==> config.mk <==
export PLATFORM = sky130hd
export DESIGN_NAME = conv_encoder
export DESIGN_NICKNAME = d
export VERILOG_FILES = /design/src/rtl/conv_encoder.sv
export SDC_FILE = /design/constraint.sdc
export NUM_CORES = 1
export LEC_CHECK = 0
export ABC_AREA = 1
export CORE_MARGIN = 5
export CORE_UTILIZATION = 50
export CTS_CLUSTER_SIZE = 12
export DETAILED_ROUTE_END_ITERATION = 8
export PLACE_DENSITY_LB_ADDON = 0.08
export SLEW_MARGIN = 5
export SYNTH_ARGS = -nofsm -noshare
export SYNTH_HDL_FRONTEND = slang
export SYNTH_SLANG_ARGS = --single-unit
==> constraint.sdc <==
create_clock -name aclk -period 9.2 [get_ports aclk]
set_clock_uncertainty 0.2 [all_clocks]
set_input_delay 1.84 -clock aclk [delete_from_list [all_inputs] [get_ports aclk]]
set_output_delay 1.84 -clock aclk [all_outputs]
set_load 0.1 [all_outputs]
==> src/rtl/conv_encoder.sv <==
// Rate-1/2 K=7 convolutional encoder (g0=133o, g1=171o) with 802.11a puncturing
// to 2/3 and 3/4; one data bit per clock, coded bits packed LSB-first into output words.
module conv_encoder #(
   parameter int IN_WIDTH  = 24,
   parameter int OUT_WIDTH = 48
) (
   input  logic                 aclk,
   input  logic                 areset,
   input  logic [IN_WIDTH-1:0]  s_axis_tdata,
   input  logic                 s_axis_tvalid,
   output logic                 s_axis_tready,
   input  logic                 s_axis_tlast,
   input  logic [1:0]           s_axis_tuser,
   output logic [OUT_WIDTH-1:0] m_axis_tdata,
   output logic                 m_axis_tvalid,
   input  logic                 m_axis_tready,
   output logic                 m_axis_tlast
);

   localparam int IW = (IN_WIDTH > 1) ? $clog2(IN_WIDTH) : 1;
   localparam int CW = $clog2(OUT_WIDTH + 2);
   localparam int GW = OUT_WIDTH + 2;

   logic [IN_WIDTH-1:0]  hold_data_q, hold_data_d;
   logic                 hold_valid_q, hold_valid_d;
   logic                 hold_last_q, hold_last_d;
   logic [IW-1:0]        bit_idx_q, bit_idx_d;
   logic [1:0]           rate_q, rate_d;
   logic                 pkt_start_q, pkt_start_d;
   logic                 ready_en_q, ready_en_d;
   logic [5:0]           enc_q, enc_d;
   logic [1:0]           phase_q, phase_d;
   logic [OUT_WIDTH-1:0] gather_q, gather_d;
   logic [CW-1:0]        count_q, count_d;
   logic                 flush_q, flush_d;
   logic [OUT_WIDTH-1:0] out_data_q, out_data_d;
   logic                 out_valid_q, out_valid_d;
   logic                 out_last_q, out_last_d;

   logic          enc_bit, coded_a, coded_b;
   logic [1:0]    emit_n, emit_bits, phase_next;
   logic [CW-1:0] total;
   logic [GW-1:0] merged;
   logic          out_free, last_bit, eop, word_full, word_done, encode_go;

   // Both streams follow AXI-Stream: a beat moves on the rising edge where valid
   // and ready are both high; the master holds data/last stable until then.
   assign s_axis_tready = ready_en_q && !hold_valid_q;
   assign m_axis_tdata  = out_data_q;
   assign m_axis_tvalid = out_valid_q;
   assign m_axis_tlast  = out_last_q;

   assign enc_bit = hold_data_q[bit_idx_q];
   assign coded_a = enc_bit ^ enc_q[1] ^ enc_q[2] ^ enc_q[4] ^ enc_q[5];
   assign coded_b = enc_bit ^ enc_q[0] ^ enc_q[1] ^ enc_q[2] ^ enc_q[5];

   always_comb begin
      emit_n     = 2'd2;
      emit_bits  = {coded_b, coded_a};
      phase_next = 2'd0;
      case (rate_q)
         2'd1: begin
            phase_next = (phase_q == 2'd1) ? 2'd0 : 2'd1;
            if (phase_q == 2'd1) begin
               emit_n    = 2'd1;
               emit_bits = {1'b0, coded_a};
            end
         end
         2'd2: begin
            phase_next = (phase_q == 2'd2) ? 2'd0 : phase_q + 2'd1;
            if (phase_q == 2'd1) begin
               emit_n    = 2'd1;
               emit_bits = {1'b0, coded_a};
            end else if (phase_q == 2'd2) begin
               emit_n    = 2'd1;
               emit_bits = {1'b0, coded_b};
            end
         end
         default: ;
      endcase
   end

   assign out_free  = !out_valid_q || m_axis_tready;
   assign last_bit  = (bit_idx_q == IW'(IN_WIDTH - 1));
   assign eop       = last_bit && hold_last_q;
   assign total     = count_q + CW'(emit_n);
   // Up to one coded bit can spill past OUT_WIDTH; it lands in merged[GW-1:OUT_WIDTH].
   assign merged    = {2'b00, gather_q} | ({{OUT_WIDTH{1'b0}}, emit_bits} << count_q);
   assign word_full = (total >= CW'(OUT_WIDTH));
   assign word_done = word_full || eop;
   assign encode_go = hold_valid_q && !flush_q && (!word_done || out_free);

   always_comb begin
      hold_data_d  = hold_data_q;
      hold_valid_d = hold_valid_q;
      hold_last_d  = hold_last_q;
      bit_idx_d    = bit_idx_q;
      rate_d       = rate_q;
      pkt_start_d  = pkt_start_q;
      ready_en_d   = 1'b1;
      enc_d        = enc_q;
      phase_d      = phase_q;
      gather_d     = gather_q;
      count_d      = count_q;
      flush_d      = flush_q;
      out_data_d   = out_data_q;
      out_valid_d  = out_valid_q;
      out_last_d   = out_last_q;

      if (out_valid_q && m_axis_tready) begin
         out_valid_d = 1'b0;
      end

      // A packet end whose final bit spilled over leaves one bit to ship alone.
      if (flush_q && out_free) begin
         out_data_d  = gather_q;
         out_valid_d = 1'b1;
         out_last_d  = 1'b1;
         gather_d    = '0;
         count_d     = '0;
         flush_d     = 1'b0;
      end

      if (encode_go) begin
         enc_d     = eop ? 6'd0 : {enc_q[4:0], enc_bit};
         phase_d   = eop ? 2'd0 : phase_next;
         bit_idx_d = last_bit ? '0 : bit_idx_q + IW'(1);
         if (last_bit) hold_valid_d = 1'b0;
         if (eop) pkt_start_d = 1'b1;
         if (word_full) begin
            out_data_d    = merged[OUT_WIDTH-1:0];
            out_valid_d   = 1'b1;
            out_last_d    = eop && (total == CW'(OUT_WIDTH));
            gather_d      = '0;
            gather_d[1:0] = merged[GW-1:OUT_WIDTH];
            count_d       = total - CW'(OUT_WIDTH);
            flush_d       = eop && (total != CW'(OUT_WIDTH));
         end else if (eop) begin
            out_data_d  = merged[OUT_WIDTH-1:0];
            out_valid_d = 1'b1;
            out_last_d  = 1'b1;
            gather_d    = '0;
            count_d     = '0;
         end else begin
            gather_d = merged[OUT_WIDTH-1:0];
            count_d  = total;
         end
      end

      if (s_axis_tvalid && s_axis_tready) begin
         hold_data_d  = s_axis_tdata;
         hold_valid_d = 1'b1;
         hold_last_d  = s_axis_tlast;
         bit_idx_d    = '0;
         if (pkt_start_q) begin
            rate_d      = s_axis_tuser;
            pkt_start_d = 1'b0;
         end
      end
   end

   always_ff @(posedge aclk) begin
      if (areset) begin
         hold_data_q  <= '0;
         hold_valid_q <= 1'b0;
         hold_last_q  <= 1'b0;
         bit_idx_q    <= '0;
         rate_q       <= 2'd0;
         pkt_start_q  <= 1'b1;
         ready_en_q   <= 1'b0;
         enc_q        <= 6'd0;
         phase_q      <= 2'd0;
         gather_q     <= '0;
         count_q      <= '0;
         flush_q      <= 1'b0;
         out_data_q   <= '0;
         out_valid_q  <= 1'b0;
         out_last_q   <= 1'b0;
      end else begin
         hold_data_q  <= hold_data_d;
         hold_valid_q <= hold_valid_d;
         hold_last_q  <= hold_last_d;
         bit_idx_q    <= bit_idx_d;
         rate_q       <= rate_d;
         pkt_start_q  <= pkt_start_d;
         ready_en_q   <= ready_en_d;
         enc_q        <= enc_d;
         phase_q      <= phase_d;
         gather_q     <= gather_d;
         count_q      <= count_d;
         flush_q      <= flush_d;
         out_data_q   <= out_data_d;
         out_valid_q  <= out_valid_d;
         out_last_q   <= out_last_d;
      end
   end

endmodule

---- After elaboration in Yosys (flattened, before gate mapping) ----
Index checks and enable logic that the tools add are counted.
word-level totals
  flip-flop bits (word level) ............. 148
  bits of input ports ..................... 31
cells by class
  bitwise gates (word level) .............. 9
  add/subtract/negate cells ............... 4
  $lt $le $gt $ge ......................... 2
  equal/unequal tests ..................... 7
  reduce and logical (&&, ||, !) cells .... 22
  shift-type cells ........................ 1
  muxes and demuxes ....................... 48
operators with widths
  cell                                                                           number
  48-bit two-way mux                                                             8
  48-bit by 50-bit bitwise OR with 50-bit output                                 1
  2-bit by 6-bit left shift with 50-bit output                                   1
  6-bit two-way mux                                                              5
  1-bit two-way mux                                                              22
  2-bit two-way mux                                                              8
  2-bit one-hot mux with 2 select lines                                          3
  1-bit logical AND                                                              9
  1-bit XOR                                                                      8
  6-bit by 2-bit adder with 6-bit output                                         1
  6-bit equality test (second input constant)                                    1
  6-bit greater-or-equal comparator (second input constant)                      1
  5-bit by 6-bit less-than comparator with 1-bit output (second input constant)  1
  6-bit != test (second input constant)                                          1
  2-bit nonzero test                                                             3
  6-bit subtractor (second input constant)                                       1
  5-bit by 1-bit adder with 5-bit output (second input constant)                 1
  1-bit binary-select mux with 5-bit select                                      1
  5-bit equality test (second input constant)                                    1
  5-bit two-way mux                                                              1
  2-bit by 1-bit equality test with 1-bit output (second input constant)         2
  2-bit equality test (second input constant)                                    2
  1-bit zero test                                                                4
  2-bit AND reduction                                                            2
  3 further kinds                                                                5

---- Logic depth before layout (Yosys ltp) ----
Gate-level depths: netlist of run 1.
  depth in word-level cells ............... 14
  depth in mapped cells ................... 23
  gate-level depth less buffers ........... 21

---- Least setup slack after synthesis of run 1 ----
Ideal clock, no wire load.
  path kind ............................... register to output
  from .................................... register ready_en_q
  to ...................................... output s_axis_tready
  path buffers ............................ 0
  data arrival time ....................... 1,776 ps
  cell stages (with the launch flop) ...... 3
  slack ................................... 5,384 ps
  data required time ...................... 7,160 ps
  path through ............................ dfxtp_1 -> inv_1 -> nor2_1
between the ends
  longest elaborated chain between the ends .. 1
RTL lines
  item                      line  source
  start: declaration        30    logic ready_en_q, ready_en_d;
  start signal: assignment  186   ready_en_q <= ready_en_d;
  1-bit logical AND         48    assign s_axis_tready = ready_en_q && !hold_valid_q;
  end: declaration          11    output logic s_axis_tready,
No other way between the ends.

---- Worst setup path after layout of run 1 ----
  from .................................... register rate_q[0]
  to ...................................... register out_data_q[25], in the netlist m_axis_tdata[25]
between the ends
  longest elaborated chain between the ends .. 9
RTL lines
  item                                                                                   line  source
  start: declaration                                                                     28    logic [1:0] rate_q, rate_d;
  start signal: assignment                                                               184   rate_q <= rate_d;
  2-bit equality test or 2-bit by 1-bit equality test with 1-bit output (tied branches)  61    case (rate_q)
  2-bit one-hot mux with 2 select lines                                                  61
  6-bit by 2-bit adder with 6-bit output                                                 86    assign total = count_q + CW'(emit_n);
  6-bit greater-or-equal comparator                                                      89    assign word_full = (total >= CW'(OUT_WIDTH));
  1-bit logical OR                                                                       90    assign word_done = word_full || eop;
  1-bit zero test                                                                        91    assign encode_go = hold_valid_q && !flush_q && (!word_done || out_free);
  1-bit logical OR                                                                       91
  1-bit logical AND                                                                      91
  48-bit two-way mux *                                                                   124   if (encode_go) begin
  end signal: assignment                                                                 192   out_data_q <= out_data_d;
  end: declaration                                                                       36    logic [OUT_WIDTH-1:0] out_data_q, out_data_d;
Every way passes the cells marked *; elsewhere a longest branch is shown, timed or not.
A chain may end at the register's enable or synchronous reset.

==> results of run 1 <==
[cells in the mapped netlist (all sizes together)]
library cell / number / area share, %
nand4: 17 / 1.4
ha: 9 / 1.5
fa: 1 / 0.27
nand2: 230 / 12
a32o: 1 / 0.13
o311ai: 1 / 0.12
buf: 26 / 1.9
o31a: 1 / 0.12
xor2: 4 / 0.47
dfxtp: 148 / 40
a211oi: 3 / 0.30
nor4: 1 / 0.084
nand3: 118 / 8.1
clkbuf: 42 / 2.2
a221oi: 1 / 0.12
a31oi: 1 / 0.084
a21oi: 133 / 9.1
o211ai: 15 / 1.6
a211o: 1 / 0.12
nor2: 37 / 2.4
inv: 159 / 8.1
o21ai: 129 / 9.1
nor3: 3 / 0.27
xnor2: 3 / 0.35
and3: 2 / 0.17
clkinv: 3 / 0.17
[layer usage]
metal  wire length (um)  GRT usage (%)
met5                  0              0
met4                217           5.89
met3               1140           5.69
met2               8340           31.9
met1               9440           32.4
[critical path, delay by kind of cell (launching register included)]
family	cells	cell delay, ns
AO/OA/AOI/OAI	2	0.52
adder cells (fa/ha/maj)	4	1.26
AND/OR/NAND/NOR	6	1.57
buffers and inverters	6	1.28
XOR/XNOR	1	0.26
flip-flops	1	0.34
[path summary, 6_finish.rpt]
| check | end | startpoint |
|---|---|---|
| worst max-delay path | m_axis_tdata[25]$_SDFF_PP0_ | rate_q[0]$_SDFFE_PP0P_ |
| worst min-delay path | hold_data_q[7]$_SDFFE_PP0P_ | hold_data_q[7]$_SDFFE_PP0P_ |
| worst max register to register | m_axis_tdata[25]$_SDFF_PP0_ | rate_q[0]$_SDFFE_PP0P_ |
| worst min register to register | hold_data_q[7]$_SDFFE_PP0P_ | hold_data_q[7]$_SDFFE_PP0P_ |
[through the flow]
| step | instances | setup WS (ns) | hold WS (ns) | total power, mW | area, um^2 |
|---|---|---|---|---|---|
| floorplan | 1089 | 5.38 | 0.229 | 0.748 | 7420 |
| global placement | 1293 | 3.75 | 0.243 | 0.779 | 8210 |
| detailed placement | 1293 | 3.65 | 0.251 | 0.780 | 8210 |
| CTS | 1323 | 3.71 | 0.258 | 1.44 | 8770 |
| global route | 1323 | 3.29 | 0.277 | 1.49 | 8770 |
| finish | 1323 | 3.69 | 0.256 | 1.43 | 8770 |
[state kept, by name, summed over array words and instances (netlist names)]
name,count
count_q,6
flush_q,1
hold_valid_q,1
rate_q,2
bit_idx_q,5
pkt_start_q,1
gather_q,48
hold_data_q,24
m_axis_tdata,48
hold_last_q,1
ready_en_q,1
phase_q,2
m_axis_tvalid,1
m_axis_tlast,1
enc_q,6
[kinds of logic after synthesis]
kind of cell	count (synthesis)
xor gates and xnor gates	7
and+or+nand+nor	408
buffers and inverters	230
AOI/OAI and AO/OA	286
adders and majority gates	10
DFF	148
[power by group through the flow]
stage,clock network (mW),registers [mW],logic (mW)
after floorplan,0,0.669,0.0796
after global placement,0,0.672,0.107
after detailed placement,0,0.672,0.108
after CTS,0.677,0.658,0.109
after global routing,0.710,0.659,0.123
final,0.667,0.658,0.109
[final cells by class]
class                   instances  area (um^2)  area share [%]
clock buffers                  25          485            5.53
clock inverters                 5         75.1           0.856
inverters                     162          612            6.97
multi-input cells             711         3550            40.5
flip-flops and latches        148         2960            33.8
well taps                     184          230            2.62
repair buffers                 88          858            9.78
==> flow_summary.html, run 1 <==
<table>
<tr><th>Metric</th><th>Value</th></tr>
<tr><th colspan="2">Power and ir drop</th></tr>
<tr><td>Sequential share of power</td><td>45.9%</td></tr>
<tr><td>Total power density per cell area</td><td>163 mW/mm^2</td></tr>
<tr><td>Int Pwr</td><td>1.10 mW</td></tr>
<tr><td>Sw Ratio</td><td>23.0%</td></tr>
<tr><td>Net switching component of the power</td><td>329 uW</td></tr>
<tr><td>Power share of the clock group</td><td>46.5%</td></tr>
<tr><td>Combinational cell fraction of total power</td><td>7.6%</td></tr>
<tr><td>Peak VDD IR</td><td>0.194 mV</td></tr>
<tr><td>Static leakage power</td><td>3.41 nW</td></tr>
<tr><th colspan="2">Detailed routing</th></tr>
<tr><td>Vias after detailed routing</td><td>7025</td></tr>
<tr><td>Routed length per placed instance</td><td>14.5 um</td></tr>
<tr><td>Drt pass-1 iters</td><td>5</td></tr>
<tr><td>Post-DR vias/cell</td><td>5.31</td></tr>
<tr><td>Aggregate routed wire length</td><td>19100 um</td></tr>
<tr><td>Drt drc</td><td>0</td></tr>
<tr><td>Post-detailed-route count of antenna-violating nets</td><td>0</td></tr>
<tr><td>First DRT Iteration DRCs</td><td>688</td></tr>
<tr><th colspan="2">Final layout</th></tr>
<tr><td>Area Overhead vs Synth</td><td>18.2%</td></tr>
<tr><td>Antenna diodes</td><td>0</td></tr>
<tr><td>Leading cell type in the layout, fill and taps excluded</td><td>sky130_fd_sc_hd__nand2_1</td></tr>
<tr><td>Fraction of layout instances using a drive strength above 1</td><td>6.06%</td></tr>
<tr><td>Final Net Count</td><td>1169</td></tr>
<tr><td>Final-layout fill cell count</td><td>1359</td></tr>
<tr><td>Post-layout util</td><td>60.4%</td></tr>
<tr><td>Commonest cells after routing, fill and taps aside</td><td>222 x sky130_fd_sc_hd__nand2_1, 151 x sky130_fd_sc_hd__inv_1, 148 x sky130_fd_sc_hd__dfxtp_1</td></tr>
<tr><th colspan="2">STA</th></tr>
<tr><td>Fin. max-slew vios</td><td>0</td></tr>
<tr><td>Final critical-path required period</td><td>5.51 ns</td></tr>
<tr><td>Setup tns final</td><td>0 ns</td></tr>
<tr><td>Number of hold violations in the final report</td><td>0</td></tr>
<tr><td>Final cycle utilization of the critical path</td><td>59.9%</td></tr>
<tr><td>Pin slew with the least headroom to its limit</td><td>1.13 ns</td></tr>
<tr><td>Slew HR</td><td>24.5%</td></tr>
<tr><td>Total setup violations reported at the end of the flow</td><td>0</td></tr>
<tr><td>RSZ-0062 raised after global routing</td><td>false</td></tr>
<tr><td>Highest clock frequency the design can meet</td><td>182 MHz</td></tr>
<tr><th colspan="2">Logic synthesis</th></tr>
<tr><td>Synthesized-area fraction occupied by ao, oa, aoi and oai cells</td><td>20.8%</td></tr>
<tr><td>Avg Inst Size Synth</td><td>6.81 um^2</td></tr>
<tr><td>Net count of the mapped netlist</td><td>1130</td></tr>
<tr><td>Total standard cell area after synthesis</td><td>0.00742 mm^2</td></tr>
<tr><td>Number of synthesized register bits</td><td>148</td></tr>
<tr><td>Number of distinct library cells after synthesis</td><td>44</td></tr>
<tr><td>Cells after Synth</td><td>1089</td></tr>
<tr><td>Mux cell area share after synthesis</td><td>0%</td></tr>
<tr><td>Sequential fraction of the synthesis area</td><td>39.9%</td></tr>
<tr><td>Synthesized-area fraction occupied by adder cells</td><td>1.79%</td></tr>
<tr><td>Fraction of synthesized cell area in xor and xnor cells</td><td>0.826%</td></tr>
<tr><td>Dominant combinational cell family by area after synthesis</td><td>simple AND/OR/NAND/NOR gates</td></tr>
<tr><td>Simple-gate share of the synthesized area</td><td>24.4%</td></tr>
<tr><td>Ys Warns</td><td>0</td></tr>
<tr><th colspan="2">Floorplanning</th></tr>
<tr><td>DIE HEIGHT</td><td>132 um</td></tr>
<tr><td>Die Area</td><td>0.0174 mm^2</td></tr>
<tr><td>Number of primary I/O pins</td><td>82</td></tr>
<tr><td>Number of cell rows</td><td>44</td></tr>
<tr><td>Effective utilization at floorplan</td><td>51.1%</td></tr>
<tr><td>DIE WIDTH</td><td>132 um</td></tr>
<tr><td>Core region area</td><td>0.0145 mm^2</td></tr>
<tr><th colspan="2">Worst setup path</th></tr>
<tr><td>Reg2Reg Depth</td><td>19</td></tr>
<tr><td>Signal arrival time at the worst endpoint</td><td>5.67 ns</td></tr>
<tr><td>Largest fanout on the critical path</td><td>37</td></tr>
<tr><td>Sort of element at the end of the critical path</td><td>flip-flop</td></tr>
<tr><td>Biggest cell delay along the critical path</td><td>0.77 ns</td></tr>
<tr><td>Critical Path Source Type</td><td>flip-flop</td></tr>
<tr><td>Reg2reg setup slack</td><td>3.69 ns</td></tr>
<tr><td>Critical-path top delay cell</td><td>sky130_fd_sc_hd__nand2_1</td></tr>
<tr><td>Data required time at the worst endpoint</td><td>9.36 ns</td></tr>
<tr><td>Worst-path cell chain</td><td>inv_1, ha_1, nor2_1, a32o_1, ha_1, inv_1, fa_1, nor3_1, xor2_1, ha_1, nor2_4, o21ai_4, inv_2, nand2_1, buf_4, inv_2, nand3_1, nand3_1, inv_1</td></tr>
<tr><td>Path type of the worst setup path</td><td>reg -&gt; reg</td></tr>
<tr><th colspan="2">Status</th></tr>
<tr><td>Outcome</td><td>complete, no violations</td></tr>
<tr><th colspan="2">Global route</th></tr>
<tr><td>Overall Global Routing Usage</td><td>22.0%</td></tr>
<tr><td>Global-route wire length before repair</td><td>32000 um</td></tr>
<tr><td>Global-route congestion overflow total</td><td>0</td></tr>
<tr><td>Number of antenna violations at the first check in global routing</td><td>0</td></tr>
<tr><td>Pin count of the biggest net entering global routing</td><td>84</td></tr>
<tr><td>Number of global-route vias before repair</td><td>6236</td></tr>
<tr><th colspan="2">Clock tree</th></tr>
<tr><td>Maximum level of the CTS H-tree</td><td>4</td></tr>
<tr><td>Setup repair bufs after CTS</td><td>0</td></tr>
<tr><td>Post-cts hold buffer count</td><td>0</td></tr>
<tr><td>Deepest clock path buffer count</td><td>2</td></tr>
<tr><td>Cell at the root of the clock tree</td><td>sky130_fd_sc_hd__clkbuf_16</td></tr>
<tr><td>Clock-pin slew of the registers on the worst-case setup and hold paths</td><td>0.06 ns</td></tr>
<tr><td>Clock Sinks</td><td>148</td></tr>
<tr><td>Clock latency reported for the late side of the worst-skew pair</td><td>0.42 ns</td></tr>
<tr><td>Post-cts resize count</td><td>0</td></tr>
<tr><td>TritonCTS clock tree</td><td>done</td></tr>
<tr><td>CTS buffer count</td><td>17</td></tr>
<tr><th colspan="2">Placement</th></tr>
<tr><td>Count of buffers from port buffering</td><td>81</td></tr>
<tr><td>Half-perimeter wire length of the detailed placement result</td><td>12100 um</td></tr>
<tr><td>Placer Congestion</td><td>0.816</td></tr>
<tr><th colspan="2">Flow run</th></tr>
<tr><td>Max Cap Viol</td><td>0</td></tr>
<tr><th colspan="2">Min path</th></tr>
<tr><td>Type of the most critical hold path</td><td>reg -&gt; reg</td></tr>
<tr><td>Hold Path Depth</td><td>2</td></tr>
</table>
Power figures use the tool's default switching activity.
==> run 2: changes to the inputs <==
clock period = 5.1 ns   (was 9.2 ns; I/O delays follow)
==> flow_summary.html, run 2 (synthesized netlist as in run 1, its figures left out) <==
<table>
<tr><th>Metric</th><th>Value</th></tr>
<tr><th colspan="2">Status</th></tr>
<tr><td>Outcome</td><td>complete, no violations</td></tr>
<tr><th colspan="2">Power and ir drop</th></tr>
<tr><td>Total power density per cell area</td><td>287 mW/mm^2 (+76%)</td></tr>
<tr><td>Total chip power</td><td>2.52 mW (+76%)</td></tr>
<tr><td>Static leakage power</td><td>3.42 nW (+0.15%)</td></tr>
<tr><td>Peak VDD IR</td><td>0.248 mV (+28%)</td></tr>
<tr><th colspan="2">Global route</th></tr>
<tr><td>Most congested layer reported by global routing</td><td>met2</td></tr>
<tr><td>Number of antenna violations at the first check in global routing</td><td>0 (unchanged)</td></tr>
<tr><td>Fraction of met2 tracks used by global routing</td><td>33.6% (+1.7 points)</td></tr>
<tr><td>Global-route congestion overflow total</td><td>0 (unchanged)</td></tr>
<tr><td>Number of global-route vias before repair</td><td>6506 (+4.3%)</td></tr>
<tr><td>Overall Global Routing Usage</td><td>22.1% (+0.036 points)</td></tr>
<tr><td>Global-route wire length before repair</td><td>32000 um (about the same)</td></tr>
<tr><td>M1 GR Usage</td><td>30.5% (-1.9 points)</td></tr>
<tr><td>Fraction of met3 tracks used by global routing</td><td>5.61% (-0.076 points)</td></tr>
<tr><td>Pin count of the biggest net entering global routing</td><td>62 (-26%)</td></tr>
<tr><th colspan="2">Detailed routing</th></tr>
<tr><td>Vias after detailed routing</td><td>7119 (+1.3%)</td></tr>
<tr><td>Post-detailed-route count of antenna-violating nets</td><td>0 (unchanged)</td></tr>
<tr><td>Drt pass-1 iters</td><td>5 (unchanged)</td></tr>
<tr><td>Aggregate routed wire length</td><td>19400 um (+1.2%)</td></tr>
<tr><td>First DRT Iteration DRCs</td><td>698 (+1.5%)</td></tr>
<tr><td>Post-DR vias/cell</td><td>5.35 (+0.80%)</td></tr>
<tr><td>Drt drc</td><td>0 (unchanged)</td></tr>
<tr><td>Routed length per placed instance</td><td>14.6 um (+0.66%)</td></tr>
<tr><th colspan="2">Floorplanning</th></tr>
<tr><td>Number of cell rows</td><td>44 (unchanged)</td></tr>
<tr><td>DIE HEIGHT</td><td>132 um (unchanged)</td></tr>
<tr><td>Die Area</td><td>0.0174 mm^2 (unchanged)</td></tr>
<tr><td>Core region area</td><td>0.0145 mm^2 (unchanged)</td></tr>
<tr><td>DIE WIDTH</td><td>132 um (unchanged)</td></tr>
<tr><td>Effective utilization at floorplan</td><td>51.1% (unchanged)</td></tr>
<tr><td>Number of primary I/O pins</td><td>82 (unchanged)</td></tr>
<tr><th colspan="2">Final layout</th></tr>
<tr><td>Fraction of layout instances using a drive strength above 1</td><td>6.37% (+0.31 points)</td></tr>
<tr><td>Leading cell type in the layout, fill and taps excluded</td><td>sky130_fd_sc_hd__nand2_1</td></tr>
<tr><td>Number of standard cells in the final layout excluding fillers</td><td>1330 (+0.53%)</td></tr>
<tr><td>Area Overhead vs Synth</td><td>18.3% (about the same)</td></tr>
<tr><td>Commonest cells after routing, fill and taps aside</td><td>222 x sky130_fd_sc_hd__nand2_1, 151 x sky130_fd_sc_hd__inv_1, 148 x sky130_fd_sc_hd__dfxtp_1</td></tr>
<tr><td>Antenna diodes</td><td>0 (unchanged)</td></tr>
<tr><td>Final Net Count</td><td>1174 (+0.43%)</td></tr>
<tr><td>Final-layout fill cell count</td><td>1375 (+1.2%)</td></tr>
<tr><td>Multi-input gate area</td><td>0.00355 mm^2 (unchanged)</td></tr>
<tr><td>Sequential standard cell area</td><td>0.00296 mm^2 (unchanged)</td></tr>
<tr><th colspan="2">Clock tree</th></tr>
<tr><td>Clock latency reported for the late side of the worst-skew pair</td><td>0.43 ns (about the same)</td></tr>
<tr><td>CTS buffer count</td><td>17 (unchanged)</td></tr>
<tr><td>TritonCTS clock tree</td><td>done</td></tr>
<tr><td>Deepest clock path buffer count</td><td>2 (unchanged)</td></tr>
<tr><td>Post-cts hold buffer count</td><td>0 (unchanged)</td></tr>
<tr><td>Maximum level of the CTS H-tree</td><td>4 (unchanged)</td></tr>
<tr><td>Clock-pin slew of the registers on the worst-case setup and hold paths</td><td>0.06 ns (about the same)</td></tr>
<tr><td>Post-cts resize count</td><td>0 (unchanged)</td></tr>
<tr><td>Cell at the root of the clock tree</td><td>sky130_fd_sc_hd__clkbuf_16</td></tr>
<tr><td>Clock Sinks</td><td>148 (unchanged)</td></tr>
<tr><td>Setup repair bufs after CTS</td><td>0 (unchanged)</td></tr>
<tr><th colspan="2">Worst setup path</th></tr>
<tr><td>Worst-path cell chain</td><td>inv_1, ha_1, nor2_1, a32o_1, ha_1, inv_1, fa_1, nor3_1, xor2_1, ha_1, nor2_4, o21ai_4, inv_2, nor2_4, inv_2, o21ai_0, nand2_1, a21oi_1</td></tr>
<tr><td>Data required time at the worst endpoint</td><td>5.25 ns (-4.11 ns)</td></tr>
<tr><td>Worst path most repeated cell</td><td>sky130_fd_sc_hd__ha_1</td></tr>
<tr><td>Sum of buffers and inverters on the critical path</td><td>4 (-2)</td></tr>
<tr><td>Critical-path top delay cell</td><td>sky130_fd_sc_hd__fa_1</td></tr>
<tr><td>CP delay by family, top</td><td>adder cells</td></tr>
<tr><td>Critical Path Source Type</td><td>flip-flop</td></tr>
<tr><td>Largest fanout on the critical path</td><td>48 (+30%)</td></tr>
<tr><td>Signal arrival time at the worst endpoint</td><td>4.77 ns (-0.90 ns)</td></tr>
<tr><td>Biggest cell delay along the critical path</td><td>0.43 ns (-0.34 ns)</td></tr>
<tr><td>Sort of element at the end of the critical path</td><td>flip-flop</td></tr>
<tr><td>Path type of the worst setup path</td><td>reg -&gt; reg</td></tr>
<tr><th colspan="2">Placement</th></tr>
<tr><td>Worst Setup Slack post-DPL</td><td>0.574 ns (-3.08 ns)</td></tr>
<tr><td>Count of buffers from port buffering</td><td>81 (unchanged)</td></tr>
<tr><td>Placer Congestion</td><td>0.861 (+5.6%)</td></tr>
<tr><td>Placed Instances</td><td>1298 (+0.39%)</td></tr>
<tr><td>Half-perimeter wire length of the detailed placement result</td><td>12500 um (+3.7%)</td></tr>
<tr><th colspan="2">STA</th></tr>
<tr><td>Total setup violations reported at the end of the flow</td><td>0 (unchanged)</td></tr>
<tr><td>Number of hold violations in the final report</td><td>0 (unchanged)</td></tr>
<tr><td>Hold Worst Slack</td><td>0.254 ns (-0.00294 ns)</td></tr>
<tr><td>Final critical-path required period</td><td>4.62 ns (-0.883 ns)</td></tr>
<tr><td>Setup tns final</td><td>0 ns (unchanged)</td></tr>
<tr><td>Fin. max-slew vios</td><td>0 (unchanged)</td></tr>
<tr><td>RSZ-0062 raised after global routing</td><td>false</td></tr>
<tr><td>Final setup margin</td><td>0.476 ns (-3.22 ns)</td></tr>
<tr><td>Final cycle utilization of the critical path</td><td>90.7% (+31 points)</td></tr>
<tr><td>Highest clock frequency the design can meet</td><td>216 MHz (+19%)</td></tr>
<tr><td>Slew HR</td><td>22.2% (-2.3 points)</td></tr>
<tr><td>Pin slew with the least headroom to its limit</td><td>1.16 ns (+0.0348 ns)</td></tr>
<tr><th colspan="2">Flow run</th></tr>
<tr><td>Max Cap Viol</td><td>0 (unchanged)</td></tr>
<tr><th colspan="2">Min path</th></tr>
<tr><td>Type of the most critical hold path</td><td>reg -&gt; reg</td></tr>
</table>
run 2: path summary, 6_finish.rpt:
| kind | startpoint | endpoint | slack [ns] | cells past startpoint |
|---|---|---|---|---|
| max | rate_q[0]$_SDFFE_PP0P_ | gather_q[15]$_SDFFE_PP0P_ | 0.48 | 18 |
| min | hold_data_q[15]$_SDFFE_PP0P_ | hold_data_q[15]$_SDFFE_PP0P_ | 0.25 | 2 |
| max reg2reg | rate_q[0]$_SDFFE_PP0P_ | gather_q[15]$_SDFFE_PP0P_ | 0.48 | 18 |
| min reg2reg | hold_data_q[15]$_SDFFE_PP0P_ | hold_data_q[15]$_SDFFE_PP0P_ | 0.25 | 2 |
run 2: final cells by class:
class,count,area share (%)
clock inverter,3,0.214
timing repair buffer,93,10.2
clock buffer,29,5.81
sequential,148,33.7
inverter,162,6.97
tap,184,2.62
multi-input combinational,711,40.4
run 2: power breakdown:
group          leakage (nW)  switching [mW]  internal [mW]
logic                  1.96           0.129         0.0671
clock network         0.260           0.464          0.673
registers              1.20          0.0126           1.18
total                  3.42           0.605           1.92
run 2: tightest hold or removal path: cells and delay by family (launching register included):
family	cells	cell delay (ns)
buf+inv	1	0.06
flops	1	0.29
compound gates	1	0.05
run 2: routing by layer:
metal  wire length, um  part of all wire [%]  vias to the layer above
met4               302                   1.6                        0
met1              9260                    48                     3242
li1                  -                     -                     3654
met2              8600                    44                      198
met3              1200                   6.2                       25
met5                 0                     0                        -
run 2: through the flow:
step | cell area (um^2) | utilization [%]
after floorplan | 7420 | -
after global placement | 8250 | 56.8
after detailed placement | 8250 | 56.8
after CTS | 8780 | 60.4
after global routing | 8780 | 60.4
final | 8780 | 60.4
